--- src/rtl/alu_req_arbiter.sv ---
// alu_req_arbiter: round-robin sharing of one combinational ALU between
// two valid/ready requesters, returning one tagged, back-pressured response.
module alu_req_arbiter #(
  parameter int WIDTH       = 32,
  parameter int SEL_W       = 4,
  parameter int EXEC_CYCLES = 1
) (
  input  logic             clk,
  input  logic             rst_n,
  input  logic             req0_valid,
  output logic             req0_ready,
  input  logic [SEL_W-1:0] req0_sel,
  input  logic [WIDTH-1:0] req0_a,
  input  logic [WIDTH-1:0] req0_b,
  input  logic             req1_valid,
  output logic             req1_ready,
  input  logic [SEL_W-1:0] req1_sel,
  input  logic [WIDTH-1:0] req1_a,
  input  logic [WIDTH-1:0] req1_b,
  output logic             rsp_valid,
  input  logic             rsp_ready,
  output logic             rsp_id,
  output logic [WIDTH-1:0] rsp_result,
  output logic             rsp_overflow,
  output logic             rsp_err,
  output logic             busy,
  output logic [WIDTH-1:0] alu_inp_1,
  output logic [WIDTH-1:0] alu_inp_2,
  output logic [SEL_W-1:0] alu_sel,
  input  logic [WIDTH-1:0] alu_result,
  input  logic             alu_overflow
);

  typedef enum logic [1:0] {
    IDLE,
    EXEC,
    RESP
  } state_t;

  localparam logic [3:0] CNT_LOAD = 4'(EXEC_CYCLES - 1);

  state_t           state;
  state_t           state_nx;
  logic             last_grant;
  logic [3:0]       cnt;
  logic             any_req;
  logic             win;
  logic [SEL_W-1:0] win_sel;
  logic [WIDTH-1:0] win_a;
  logic [WIDTH-1:0] win_b;
  logic             win_legal;
  logic             ovf_op;
  logic             hs;

  always_comb begin
    any_req = req0_valid | req1_valid;
    win     = 1'b0;
    unique case (1'b1)
      req0_valid & req1_valid:  win = ~last_grant;
      req1_valid & ~req0_valid: win = 1'b1;
      default:                  win = 1'b0;
    endcase
    win_sel = win ? req1_sel : req0_sel;
    win_a   = win ? req1_a : req0_a;
    win_b   = win ? req1_b : req0_b;
    win_legal = (win_sel < SEL_W'(8))
             || (win_sel == SEL_W'(9))
             || (win_sel == SEL_W'(10));
    // ALU overflow is only meaningful for add and increment
    ovf_op = (alu_sel == SEL_W'(5))
          || (alu_sel == SEL_W'(7));
    hs = (state == IDLE) & any_req;
  end

  always_ff @(posedge clk or negedge rst_n) begin
    if (!rst_n) state <= IDLE;
    else        state <= state_nx;
  end

  always_comb begin
    state_nx = state;
    unique case (state)
      IDLE: if (hs) state_nx = win_legal ? EXEC : RESP;
      EXEC: if (cnt == 4'd0) state_nx = RESP;
      RESP: if (rsp_ready) state_nx = IDLE;
      default: state_nx = IDLE;
    endcase
  end

  always_comb begin
    busy       = (state != IDLE);
    rsp_valid  = (state == RESP);
    req0_ready = hs & ~win;
    req1_ready = hs & win;
  end

  always_ff @(posedge clk or negedge rst_n) begin
    if (!rst_n) begin
      last_grant   <= 1'b1;
      cnt          <= 4'd0;
      alu_sel      <= '0;
      alu_inp_1    <= '0;
      alu_inp_2    <= '0;
      rsp_id       <= 1'b0;
      rsp_result   <= '0;
      rsp_overflow <= 1'b0;
      rsp_err      <= 1'b0;
    end else begin
      unique case (state)
        IDLE: begin
          if (hs) begin
            last_grant <= win;
            rsp_id     <= win;
            if (win_legal) begin
              alu_sel   <= win_sel;
              alu_inp_1 <= win_a;
              alu_inp_2 <= win_b;
              cnt       <= CNT_LOAD;
            end else begin
              rsp_err      <= 1'b1;
              rsp_result   <= '0;
              rsp_overflow <= 1'b0;
            end
          end
        end
        EXEC: begin
          if (cnt == 4'd0) begin
            rsp_result   <= alu_result;
            rsp_overflow <= ovf_op & alu_overflow;
            rsp_err      <= 1'b0;
          end else begin
            cnt <= cnt - 4'd1;
          end
        end
        default: ;
      endcase
    end
  end

endmodule
--- config.mk ---
export PLATFORM = sky130hd
export DESIGN_NAME = alu_req_arbiter
export DESIGN_NICKNAME = d
export VERILOG_FILES = /design/src/rtl/alu_req_arbiter.sv
export SDC_FILE = /design/constraint.sdc
export NUM_CORES = 1
export LEC_CHECK = 0
export CAP_MARGIN = 20
export CORE_MARGIN = 3
export CORE_UTILIZATION = 45
export CTS_CLUSTER_DIAMETER = 100
export DETAILED_ROUTE_END_ITERATION = 10
export DONT_BUFFER_PORTS = 1
export PLACE_DENSITY = 0.62
export SLEW_MARGIN = 15
export SYNTH_ARGS = -nofsm -noshare
export SYNTH_HDL_FRONTEND = slang
export SYNTH_SLANG_ARGS = --single-unit
--- constraint.sdc ---
create_clock -name clk -period 2.44 [get_ports clk]
set_input_delay 0.244 -clock clk [delete_from_list [all_inputs] [get_ports clk]]
set_output_delay 0.244 -clock clk [all_outputs]
set_load 0.05 [all_outputs]
# Word-level counts from Yosys, hierarchy flattened
# Cells that the tools add are included.
# totals
reg_bits	110
in_bits	174
output_inout_bits	107
word_cells	71
# op_classes
n_addsub	1
order_cmp	1
n_eq_ne	12
muxes	25
bitwise	10
n_reduce_logical	12
# op_table
op	count
$mux 32	5
$pmux 32 s2	1
$mux 4	4
$ne 2x2->1 const B	5
$eq 4x3->1 const B	2
$eq 4x4->1 const B	2
$mux 2	4
$pmux 4 s2	1
$reduce_and 4->1	2
$and 1x1->1	6
$mux 1	6
$pmux 1 s2	3
$pmux 2 s3	1
$reduce_and 3->1	2
$logic_not 4->1	1
$lt 4x4->1 const B	1
$reduce_bool 2->1	2
$sub 4x1->4 const B	1
$logic_or 1x1->1	3
$not 1->1	3
$eq 2x1->1 const B	1
$eq 2x2->1 const B	1
$logic_not 2->1	1
$ne 2x1->1 const B	1
2 further kinds	2

# Logic depth before layout (Yosys ltp)
# Gate-level depths: netlist of the first run.
# logic_depth
word_depth	10
mapped_depth	8
mapped_depth_nobuf	6

# Worst setup path before layout of the first run
# No wires, ideal clock.
# synth_path
path_type	register to output
from	register state[0]
to	output req0_ready
arrival_ns	1.759
required_time_ns	2.196
slack_ns	0.437
stages_incl_launch_ff	5
n_path_buf	1
path_cell_list	dfrtp_1 or2_4 or2_0 buf_6 nor2_1
# synth_between
elab_chain_len	3
# synth_rtl
item	line	text
start: declaration	42	state_t state;
start signal: assignment	77	else state <= state_nx;
$logic_not 2->1	72	hs = (state == IDLE) & any_req;
$and 1x1->1	72	
$and 1x1->1	93	req0_ready = hs & ~win;
end: declaration	11	output logic req0_ready,
# Every way passes these cells.

# Worst setup path after layout of the first run
# layout_path
from	register cnt[0]
to	register rsp_result[5]
# layout_between
elab_chain_len	3
# layout_rtl
item	line	text
start: declaration	45	logic [3:0] cnt;
start signal: assignment	132	cnt <= cnt - 4'd1;
$logic_not 4->1	127	if (cnt == 4'd0) begin
$ne 2x2->1 (no source line)	--	
$reduce_and 4->1 (no source line)	--	
end signal: assignment	128	rsp_result <= alu_result;
end: declaration	23	output logic [WIDTH-1:0] rsp_result,
# Every way passes these cells.
# A chain may end at the register's enable or synchronous reset.

==> results of run 1 <==
[metrics by stage]
step	setup slack [ns]	utilization (%)	hold slack, ns	cell area [um2]
after CTS	0.127	49.9	-0.436	5480
after detailed placement	0.161	47.2	-0.0489	5180
after floorplan	0.437	-	-0.0516	5120
after global placement	0.224	47.1	-0.0491	5170
final	0.115	49.9	-0.419	5480
after global routing	0.0184	49.9	-0.448	5480
[power by group]
part / total (uW) / leakage, uW / switching, uW / internal, uW
Clock: 1440 / 0.000137 / 708 / 736
Combinational: 2460 / 0.000885 / 1450 / 1010
Sequential: 6210 / 0.00131 / 3570 / 2640
[how the worst max path moves through the flow]
stage / startpoint / endpoint / slack (ns)
global placement: cnt[0]$_DFFE_PN0P_ / rsp_overflow$_DFFE_PN0P_ / 0.22
CTS: last_grant$_DFFE_PN1P_ / req1_ready / 0.13
global route: cnt[0]$_DFFE_PN0P_ / rsp_result[1]$_DFFE_PN0P_ / 0.02
floorplan: state[0]$_DFFE_PN0P_ / req0_ready / 0.44
finish: cnt[0]$_DFFE_PN0P_ / rsp_result[5]$_DFFE_PN0P_ / 0.12
detailed placement: cnt[0]$_DFFE_PN0P_ / rsp_result[3]$_DFFE_PN0P_ / 0.16
[logic make-up (layout without fill, tap and decap cells)]
logic type	Yosys count	after routing	share of synthesized area [%]
compound gates	184	184	25.8
simple gates	162	162	12.9
flops	110	110	53.8
buf+inv	60	39	6.24
xor+xnor	4	4	0.685
fa+ha+maj	2	2	0.489
[per-layer routing]
metal | wire length [um] | vias up
met3 | 1320 | 22
li1 | - | 1849
met1 | 5690 | 2059
met5 | 0 | -
met4 | 284 | 0
met2 | 7350 | 226
[registers in the layout, indices dropped and copies added (netlist names)]
register and cells:
rsp_err 1, last_grant 1, state 2, alu_inp_2 32, rsp_result 32, alu_inp_1 32, rsp_overflow 1, alu_sel 4
cnt 4, rsp_id 1
[final cells by class]
| cell class | count | area (um2) | area share, % |
|---|---|---|---|
| Sequential cell | 110 | 2750 | 50.3 |
| Clock buffer | 10 | 239 | 4.36 |
| Timing Repair Buffer | 16 | 156 | 2.85 |
| Tap cell | 140 | 175 | 3.20 |
| Inverter | 7 | 26.3 | 0.480 |
| Multi-Input combinational cell | 352 | 2080 | 37.9 |
| Clock inverter | 6 | 52.6 | 0.959 |
[repair_timing]
| action | CTS | global route |
|---|---|---|
| setup endpoints to repair | 1 | 0 |
| hold endpoints to repair | 110 | 110 |
| gates resized for setup | 1 | 0 |
[placed cells by master, fill, tap and decap left out, types with 4 or more instances in the layout]
master                      count
sky130_fd_sc_hd__a31oi_2       10
sky130_fd_sc_hd__inv_1          7
sky130_fd_sc_hd__a31oi_1      124
sky130_fd_sc_hd__clkbuf_16      9
sky130_fd_sc_hd__buf_4         12
sky130_fd_sc_hd__xor2_1         4
sky130_fd_sc_hd__nand2_1      139
sky130_fd_sc_hd__nand3_1        5
sky130_fd_sc_hd__dfrtp_1      109
sky130_fd_sc_hd__nor2_1         5
sky130_fd_sc_hd__a22o_1        32
==> metrics.txt, run 1 <==
# TYPE chip_impl_metric gauge
chip_impl_metric{name="die_area",unit="um2"} 12700
chip_impl_metric{name="routed_wire_length",unit="um"} 14700
chip_impl_metric{name="fmax",unit="MHz"} 430
chip_impl_metric{name="cellPowerDensity",unit="nW/um2"} 1850
chip_impl_metric{name="crit_required",unit="ns"} 2.68
chip_impl_metric{name="fp-row-count",unit=""} 38
chip_impl_metric{name="fin_tns_setup",unit="ns"} 0
chip_impl_metric{name="drv_slew",unit=""} 0
chip_impl_metric{name="final_nets",unit=""} 672
chip_impl_metric{name="hold_slack",unit="ns"} -0.419
chip_impl_metric{name="synth_largest_type_area_fraction",unit="%"} 53.3
chip_impl_metric{name="ys_seq_area_share",unit="%"} 53.8
chip_impl_info{name="busiest_layer",value="met2"} 1
chip_impl_metric{name="worst_path_largest_cell_delay",unit="ns"} 0.45
chip_impl_metric{name="cts-root-to-sink-buffers",unit=""} 2
chip_impl_metric{name="cts_sinks",unit=""} 110
chip_impl_info{name="clock-root-buffer",value="sky130_fd_sc_hd__clkbuf_16"} 1
chip_impl_metric{name="detail_route.wl_per_cell",unit="um"} 22.9
chip_impl_info{name="worst_hold_path_type",value="in -> async"} 1
chip_impl_metric{name="worst_reg2reg_path_length_in_cells",unit=""} 7
chip_impl_info{name="worstPathCellList",value="inv_1, ha_1, or3b_1, a211oi_1, o31ai_4, buf_8, a22o_1"} 1
chip_impl_metric{name="cp.buffers_inverters",unit=""} 2
chip_impl_metric{name="number_of_global_route_vias_before_repair",unit=""} 4164
chip_impl_info{name="tritoncts_clock_tree",value="done"} 1
chip_impl_metric{name="fin_skew",unit="ns"} 0.00894
chip_impl_metric{name="groute.layer.met2.usage",unit="%"} 37.6
chip_impl_metric{name="clock_transition_at_the_registers_of_the_reported_paths",unit="ns"} 0.08
chip_impl_metric{name="fillers",unit=""} 1018
chip_impl_metric{name="hpwlAfterDp",unit="um"} 9900
chip_impl_info{name="synth.top_cells.by_area",value="sky130_fd_sc_hd__dfrtp_1 53%, sky130_fd_sc_hd__a31oi_1 15%, sky130_fd_sc_hd__nand2_1 10%, sky130_fd_sc_hd__a22o_1 5.5%, sky130_fd_sc_hd__a31oi_2 2.4%"} 1
chip_impl_metric{name="use_met1",unit="%"} 27.9
chip_impl_info{name="r2r_start",value="cnt[0]$_DFFE_PN0P_"} 1
chip_impl_metric{name="chipHeight",unit="um"} 113
chip_impl_metric{name="die-width",unit="um"} 113
chip_impl_metric{name="gr-total-overflow",unit=""} 0
chip_impl_metric{name="synth.avg_cell_area",unit="um2"} 9.80
chip_impl_metric{name="stdcell_count",unit=""} 641
chip_impl_metric{name="initial_utilization",unit="%"} 46.6
chip_impl_info{name="regToRegEndpoint",value="rsp_result[5]$_DFFE_PN0P_"} 1
chip_impl_metric{name="drive_above_1_share",unit="%"} 10.6
chip_impl_metric{name="post_cts_buffers",unit=""} 0
chip_impl_info{name="startpoint_type",value="flip-flop"} 1
chip_impl_info{name="crit_slowest_cell",value="sky130_fd_sc_hd__a211oi_1"} 1
chip_impl_metric{name="cellLeakagePower",unit="uW"} 0.00233
chip_impl_metric{name="port_bufs",unit=""} 0
chip_impl_metric{name="worst_skew_pair.late_latency",unit="ns"} 0.35
chip_impl_info{name="critical_path.top_delay_family",value="compound AO/OA/AOI/OAI gates"} 1
chip_impl_metric{name="timing.final.setup_violations",unit=""} 0
chip_impl_metric{name="grt_antenna_before_repair",unit=""} 0
chip_impl_metric{name="worstPathMaxFanout",unit=""} 23
chip_impl_metric{name="timing.final.crit_period",unit="ns"} 2.32
chip_impl_metric{name="fin_total_pwr",unit="uW"} 10100
chip_impl_metric{name="numCtsBuffers",unit=""} 9
chip_impl_metric{name="maxSlewHeadroom",unit="%"} 54.2
chip_impl_metric{name="ir_drop",unit="mV"} 0.887
chip_impl_metric{name="via_count",unit=""} 4156
chip_impl_metric{name="final-hold-violation-count",unit=""} 110
chip_impl_metric{name="synth_cells",unit=""} 522
chip_impl_info{name="rsz0062_at_grt",value="false"} 1
chip_impl_metric{name="grt_first_pass_wirelength",unit="um"} 22900
chip_impl_metric{name="maxCapViolations",unit=""} 0
chip_impl_metric{name="coreArea",unit="um2"} 11000
chip_impl_info{name="outcome",value="finished with violations"} 1
chip_impl_metric{name="detail_route.iter0.violations",unit=""} 352
chip_impl_metric{name="dp_cells",unit=""} 625
chip_impl_metric{name="arr_time_crit_path",unit="ns"} 2.56
chip_impl_metric{name="flow.area_growth_from_synthesis",unit="%"} 7.09
chip_impl_info{name="synthTopCellsByCount",value="139 x sky130_fd_sc_hd__nand2_1, 124 x sky130_fd_sc_hd__a31oi_1, 109 x sky130_fd_sc_hd__dfrtp_1, 33 x sky130_fd_sc_hd__clkbuf_1, 32 x sky130_fd_sc_hd__a22o_1"} 1
chip_impl_metric{name="synth_edf_count",unit=""} 0
chip_impl_metric{name="postSynthNetCount",unit=""} 698
chip_impl_info{name="post-synth-top-count-cell",value="sky130_fd_sc_hd__nand2_1"} 1
chip_impl_info{name="failing_checks",value="hold timing"} 1
chip_impl_info{name="sort_of_element_at_the_end_of_the_critical_path",value="flip-flop"} 1
chip_impl_metric{name="detail_route.first_pass.iterations",unit=""} 5
chip_impl_metric{name="ys_async_sr_fraction",unit="%"} 100
chip_impl_metric{name="period_share",unit="%"} 95.3
chip_impl_metric{name="ios",unit=""} 281
chip_impl_info{name="yosys_most_used_dff",value="sky130_fd_sc_hd__dfrtp_1"} 1
chip_impl_metric{name="detail_route.vias_per_cell",unit=""} 6.48
chip_impl_metric{name="cp.depth",unit=""} 7
chip_impl_metric{name="grt_usage",unit="%"} 22.6
chip_impl_metric{name="antenna_violating_nets_post_route",unit=""} 0
chip_impl_metric{name="globalRouteMet3Util",unit="%"} 6.42
chip_impl_metric{name="grt_max_degree",unit=""} 111
chip_impl_metric{name="worst_reg_to_reg_setup_slack",unit="ns"} 0.12
chip_impl_metric{name="place_congestion",unit=""} 0.798
chip_impl_info{name="synth_top_cell_by_area",value="sky130_fd_sc_hd__dfrtp_1"} 1
chip_impl_metric{name="synth.distinct_cells",unit=""} 37
chip_impl_metric{name="synthesis.yosys.warnings",unit=""} 0
chip_impl_info{name="timing.setup.critical_path_class",value="reg -> reg"} 1
chip_impl_metric{name="htree_depth",unit=""} 3
chip_impl_metric{name="insertedDiodeCount",unit=""} 0
chip_impl_metric{name="tightest_slew",unit="ns"} 0.687
chip_impl_metric{name="drc",unit=""} 0
chip_impl_metric{name="synth.cell_area",unit="um2"} 5120
chip_impl_metric{name="number_of_flip_flops_and_latches_in_the_synthesized_netlist",unit=""} 110
No activity file was read; power rests on OpenSTA's default activity.
==> run 2: changes to the inputs <==
PLACE_DENSITY = 0.64   (was 0.62)
clock period = 1.9 ns   (was 2.44 ns; I/O delays follow)
==> run 2 against run 1 <==
Compared with the run above: the run now fails in clock tree synthesis; area after synthesis is the same; synthesized cell count is the same.
==> metrics.txt, run 2 <==
# TYPE chip_impl_metric gauge
chip_impl_metric{name="synth_largest_type_area_fraction",unit="%"} 53.3
chip_impl_info{name="post-synth-top-count-cell",value="sky130_fd_sc_hd__nand2_1"} 1
chip_impl_metric{name="number_of_flip_flops_and_latches_in_the_synthesized_netlist",unit=""} 110
chip_impl_info{name="yosys_most_used_dff",value="sky130_fd_sc_hd__dfrtp_1"} 1
chip_impl_info{name="outcome",value="did not finish"} 1
chip_impl_metric{name="initial_utilization",unit="%"} 46.6
chip_impl_metric{name="die-width",unit="um"} 113
chip_impl_info{name="error_message",value="[ERROR RSZ-0060] Max buffer count reached."} 1
chip_impl_metric{name="synth.cell_area",unit="um2"} 5120
chip_impl_metric{name="synth_cells",unit=""} 522
chip_impl_metric{name="cts-root-to-sink-buffers",unit=""} 2
chip_impl_metric{name="htree_depth",unit=""} 3
chip_impl_info{name="synth.top_cells.by_area",value="sky130_fd_sc_hd__dfrtp_1 53%, sky130_fd_sc_hd__a31oi_1 15%, sky130_fd_sc_hd__nand2_1 10%, sky130_fd_sc_hd__a22o_1 5.5%, sky130_fd_sc_hd__a31oi_2 2.4%"} 1
chip_impl_metric{name="placedInstanceArea",unit="um2"} 5330
chip_impl_metric{name="place_congestion",unit=""} 0.796
chip_impl_metric{name="synth_edf_count",unit=""} 0
chip_impl_metric{name="synth.avg_cell_area",unit="um2"} 9.80
chip_impl_info{name="clock-root-buffer",value="sky130_fd_sc_hd__clkbuf_16"} 1
chip_impl_metric{name="postSynthNetCount",unit=""} 698
chip_impl_metric{name="numCtsBuffers",unit=""} 9
chip_impl_metric{name="ios",unit=""} 281
chip_impl_metric{name="ys_seq_area_share",unit="%"} 53.8
chip_impl_metric{name="cts_sinks",unit=""} 110
chip_impl_metric{name="port_bufs",unit=""} 0
chip_impl_metric{name="ys_async_sr_fraction",unit="%"} 100
chip_impl_info{name="outcome.stop_stage",value="clock tree synthesis"} 1
chip_impl_metric{name="synth.distinct_cells",unit=""} 37
chip_impl_metric{name="cts_hold_repair.buffers",unit=""} 131
chip_impl_info{name="synth_top_cell_by_area",value="sky130_fd_sc_hd__dfrtp_1"} 1
chip_impl_metric{name="chipHeight",unit="um"} 113
chip_impl_metric{name="synthesis.yosys.warnings",unit=""} 0
chip_impl_metric{name="fp-row-count",unit=""} 38
chip_impl_metric{name="hpwlAfterDp",unit="um"} 9750
chip_impl_info{name="synthTopCellsByCount",value="139 x sky130_fd_sc_hd__nand2_1, 124 x sky130_fd_sc_hd__a31oi_1, 109 x sky130_fd_sc_hd__dfrtp_1, 33 x sky130_fd_sc_hd__clkbuf_1, 32 x sky130_fd_sc_hd__a22o_1"} 1
chip_impl_metric{name="post_cts_buffers",unit=""} 2
chip_impl_metric{name="postCtsResizedCells",unit=""} 6
==> run 2: cell counts after synthesis <==
No cell type changed its count.
==> run 2: cell families after synthesis <==
logic type | share of synthesized area (%)
AOI/OAI and AO/OA | 25.8
xor gates and xnor gates | 0.685
adders and majority gates | 0.489
buffers and inverters | 6.24
DFF | 53.8
and+or+nand+nor | 12.9
==> run 2: stage by stage <==
| step | setup slack, ns | setup TNS [ns] | utilization [%] | std cells |
|---|---|---|---|---|
| after detailed placement | -0.0386 | -0.733 | 48.5 | 634 |
| after global placement | 0.0288 | 0 | 48.5 | 634 |
| after floorplan | -0.0159 | -0.552 | - | 522 |
==> run 3: changes to the inputs <==
CORE_UTILIZATION = 30   (was 45)
CTS_CLUSTER_DIAMETER = default   (was 100)
PLACE_DENSITY = default   (was 0.64)
PLACE_DENSITY_LB_ADDON = 0.15   (was default)
clock period = 2.5 ns   (was 1.9 ns; I/O delays follow)
==> run 3 against run 2 <==
Compared with the run above: the flow now finishes, with violations (hold timing).
==> metrics.txt, run 3 (synthesis results as in run 1) <==
# TYPE chip_impl_metric gauge
chip_impl_metric{name="grt_usage",unit="%"} 16.5
chip_impl_metric{name="initial_utilization",unit="%"} 30.7
chip_impl_metric{name="port_bufs",unit=""} 0
chip_impl_metric{name="clock_transition_at_the_registers_of_the_reported_paths",unit="ns"} 0.08
chip_impl_info{name="failing_checks",value="hold timing"} 1
chip_impl_metric{name="detail_route.iter0.violations",unit=""} 161
chip_impl_metric{name="fp-row-count",unit=""} 47
chip_impl_metric{name="cts_sinks",unit=""} 110
chip_impl_metric{name="coreArea",unit="um2"} 16600
chip_impl_info{name="worst_hold_path_type",value="in -> async"} 1
chip_impl_metric{name="antenna_violating_nets_post_route",unit=""} 0
chip_impl_info{name="sort_of_element_at_the_end_of_the_critical_path",value="output port"} 1
chip_impl_metric{name="detail_route.wl_per_cell",unit="um"} 22.3
chip_impl_metric{name="tightest_slew",unit="ns"} 0.761
chip_impl_metric{name="via_count",unit=""} 4170
chip_impl_metric{name="seqCellArea",unit="um2"} 2750
chip_impl_info{name="largest_registers",value="alu_inp_1 x32, alu_inp_2 x32, rsp_result x32"} 1
chip_impl_metric{name="htree_depth",unit=""} 3
chip_impl_metric{name="drc",unit=""} 0
chip_impl_metric{name="chipHeight",unit="um"} 137
chip_impl_metric{name="number_of_global_route_vias_before_repair",unit=""} 4185
chip_impl_metric{name="ir_drop",unit="mV"} 0.540
chip_impl_metric{name="detail_route.vias_per_cell",unit=""} 5.78
chip_impl_metric{name="maxSlewHeadroom",unit="%"} 49.3
chip_impl_metric{name="cellPowerDensity",unit="nW/um2"} 1790
chip_impl_metric{name="ios",unit=""} 281
chip_impl_metric{name="drv_slew",unit=""} 0
chip_impl_metric{name="cellLeakagePower",unit="uW"} 0.00234
chip_impl_metric{name="gr-total-overflow",unit=""} 0
chip_impl_metric{name="die-width",unit="um"} 137
chip_impl_metric{name="grt_max_degree",unit=""} 111
chip_impl_info{name="final_common_cell",value="sky130_fd_sc_hd__nand2_1"} 1
chip_impl_metric{name="arr_time_crit_path",unit="ns"} 1.98
chip_impl_metric{name="timing.final.crit_period",unit="ns"} 2.23
chip_impl_metric{name="fillers",unit=""} 1735
chip_impl_metric{name="grt_first_pass_wirelength",unit="um"} 24000
chip_impl_metric{name="detail_route.first_pass.iterations",unit=""} 4
chip_impl_metric{name="numCtsBuffers",unit=""} 9
chip_impl_metric{name="fmax",unit="MHz"} 449
chip_impl_metric{name="maxCapViolations",unit=""} 0
chip_impl_metric{name="drive_above_1_share",unit="%"} 10.4
chip_impl_metric{name="die_area",unit="um2"} 18700
chip_impl_metric{name="worst_reg2reg_path_length_in_cells",unit=""} 7
chip_impl_metric{name="grt_antenna_before_repair",unit=""} 1
chip_impl_metric{name="flow.area_growth_from_synthesis",unit="%"} 9.32
chip_impl_info{name="worst_setup_path_startpoint",value="state[0]$_DFFE_PN0P_"} 1
chip_impl_metric{name="period_share",unit="%"} 89.2
chip_impl_metric{name="worst_reg_to_reg_setup_slack",unit="ns"} 0.28
chip_impl_metric{name="crit_required",unit="ns"} 2.25
chip_impl_info{name="timing.setup.critical_path_class",value="reg -> out"} 1
chip_impl_info{name="outcome",value="finished with violations"} 1
chip_impl_metric{name="hpwlAfterDp",unit="um"} 10800
chip_impl_metric{name="worst_skew_pair.late_latency",unit="ns"} 0.35
chip_impl_metric{name="worstPathMaxFanout",unit=""} 6
chip_impl_info{name="startpoint_type",value="flip-flop"} 1
chip_impl_info{name="most-common-layout-cells",value="139 x sky130_fd_sc_hd__nand2_1, 124 x sky130_fd_sc_hd__a31oi_1, 109 x sky130_fd_sc_hd__dfrtp_1, 32 x sky130_fd_sc_hd__a22o_1, 12 x sky130_fd_sc_hd__buf_4"} 1
chip_impl_metric{name="multi_input_combinational_cell_area",unit="um2"} 2080
chip_impl_metric{name="final-hold-violation-count",unit=""} 110
chip_impl_info{name="rsz0062_at_grt",value="false"} 1
chip_impl_info{name="tritoncts_clock_tree",value="done"} 1
chip_impl_metric{name="hold_slack",unit="ns"} -0.402
chip_impl_info{name="clock-root-buffer",value="sky130_fd_sc_hd__clkbuf_16"} 1
chip_impl_metric{name="fin_util",unit="%"} 33.6
chip_impl_metric{name="place_congestion",unit=""} 0.808
chip_impl_metric{name="cts-root-to-sink-buffers",unit=""} 2
chip_impl_metric{name="fin_skew",unit="ns"} 0.00926
chip_impl_info{name="r2r_start",value="cnt[0]$_DFFE_PN0P_"} 1
chip_impl_metric{name="fin_tns_setup",unit="ns"} 0
chip_impl_info{name="regToRegEndpoint",value="rsp_result[26]$_DFFE_PN0P_"} 1
chip_impl_metric{name="final_nets",unit=""} 671
chip_impl_metric{name="timing.final.setup_violations",unit=""} 0
chip_impl_metric{name="routed_wire_length",unit="um"} 16100
## run 3: where the power goes
group | leakage, uW | switching (uW) | internal (uW)
registers | 0.00131 | 3490 | 2580
logic | 0.000877 | 1440 | 971
clock network | 0.000156 | 682 | 843
total | 0.00234 | 5610 | 4390
## run 3: layout make-up
cell class,count,area share (%)
Clock inverter,5,1.16
Clock buffer,11,4.52
Sequential cell,110,49.2
Tap cell,220,4.92
Timing Repair Buffer,15,2.53
Multi-Input combinational cell,352,37.1
Inverter,7,0.470
Antenna cell,1,0.0447
## run 3: timing repair
item / in CTS / in global routing
setup buffers: 0 / 0
endpoints found under the setup margin: 0 / 1
endpoints found under the hold margin: 110 / 110
gates resized for setup: 0 / 1
## run 3: worst max-delay path by stage
stage                                    end  slack [ns]  cells past startpoint
global placement    rsp_overflow$_DFFE_PN0P_        0.34                      7
finish                            req0_ready        0.27                      5
global route        rsp_overflow$_DFFE_PN0P_        0.07                      7
detailed placement  rsp_overflow$_DFFE_PN0P_        0.28                      7
floorplan                         req0_ready        0.49                      4
CTS                               req1_ready        0.06                      4
## run 3: metal layers
metal  routed length (um)  track usage, %  up-vias
met5                    0               0        -
met4                  182            3.92        0
met3                 1680            7.32       13
met2                 7510            25.5      196
met1                 6720            21.3     2108
li1                     -               -     1853
## run 3: per-stage QoR
step / hold slack (ns) / setup WS, ns / instances / area (um2) / power, uW
2_1_floorplan: -0.0456 / 0.491 / 522 / 5120 / 7890
3_3_place_gp: -0.0426 / 0.344 / 704 / 5270 / 8480
3_5_place_dp: -0.0428 / 0.281 / 704 / 5270 / 8560
4_1_cts: -0.429 / 0.0617 / 720 / 5590 / 10100
5_1_grt: -0.435 / 0.0664 / 720 / 5590 / 10500
6_report: -0.402 / 0.271 / 721 / 5590 / 10000
## run 3: worst max-delay path: stages, from the launching register on
cell and delay (ns):
sky130_fd_sc_hd__dfrtp_1 0.46, sky130_fd_sc_hd__or2_4 0.36, sky130_fd_sc_hd__or2_0 0.32, sky130_fd_sc_hd__buf_4 0.19, sky130_fd_sc_hd__nor2_1 0.08, sky130_fd_sc_hd__buf_4 0.22
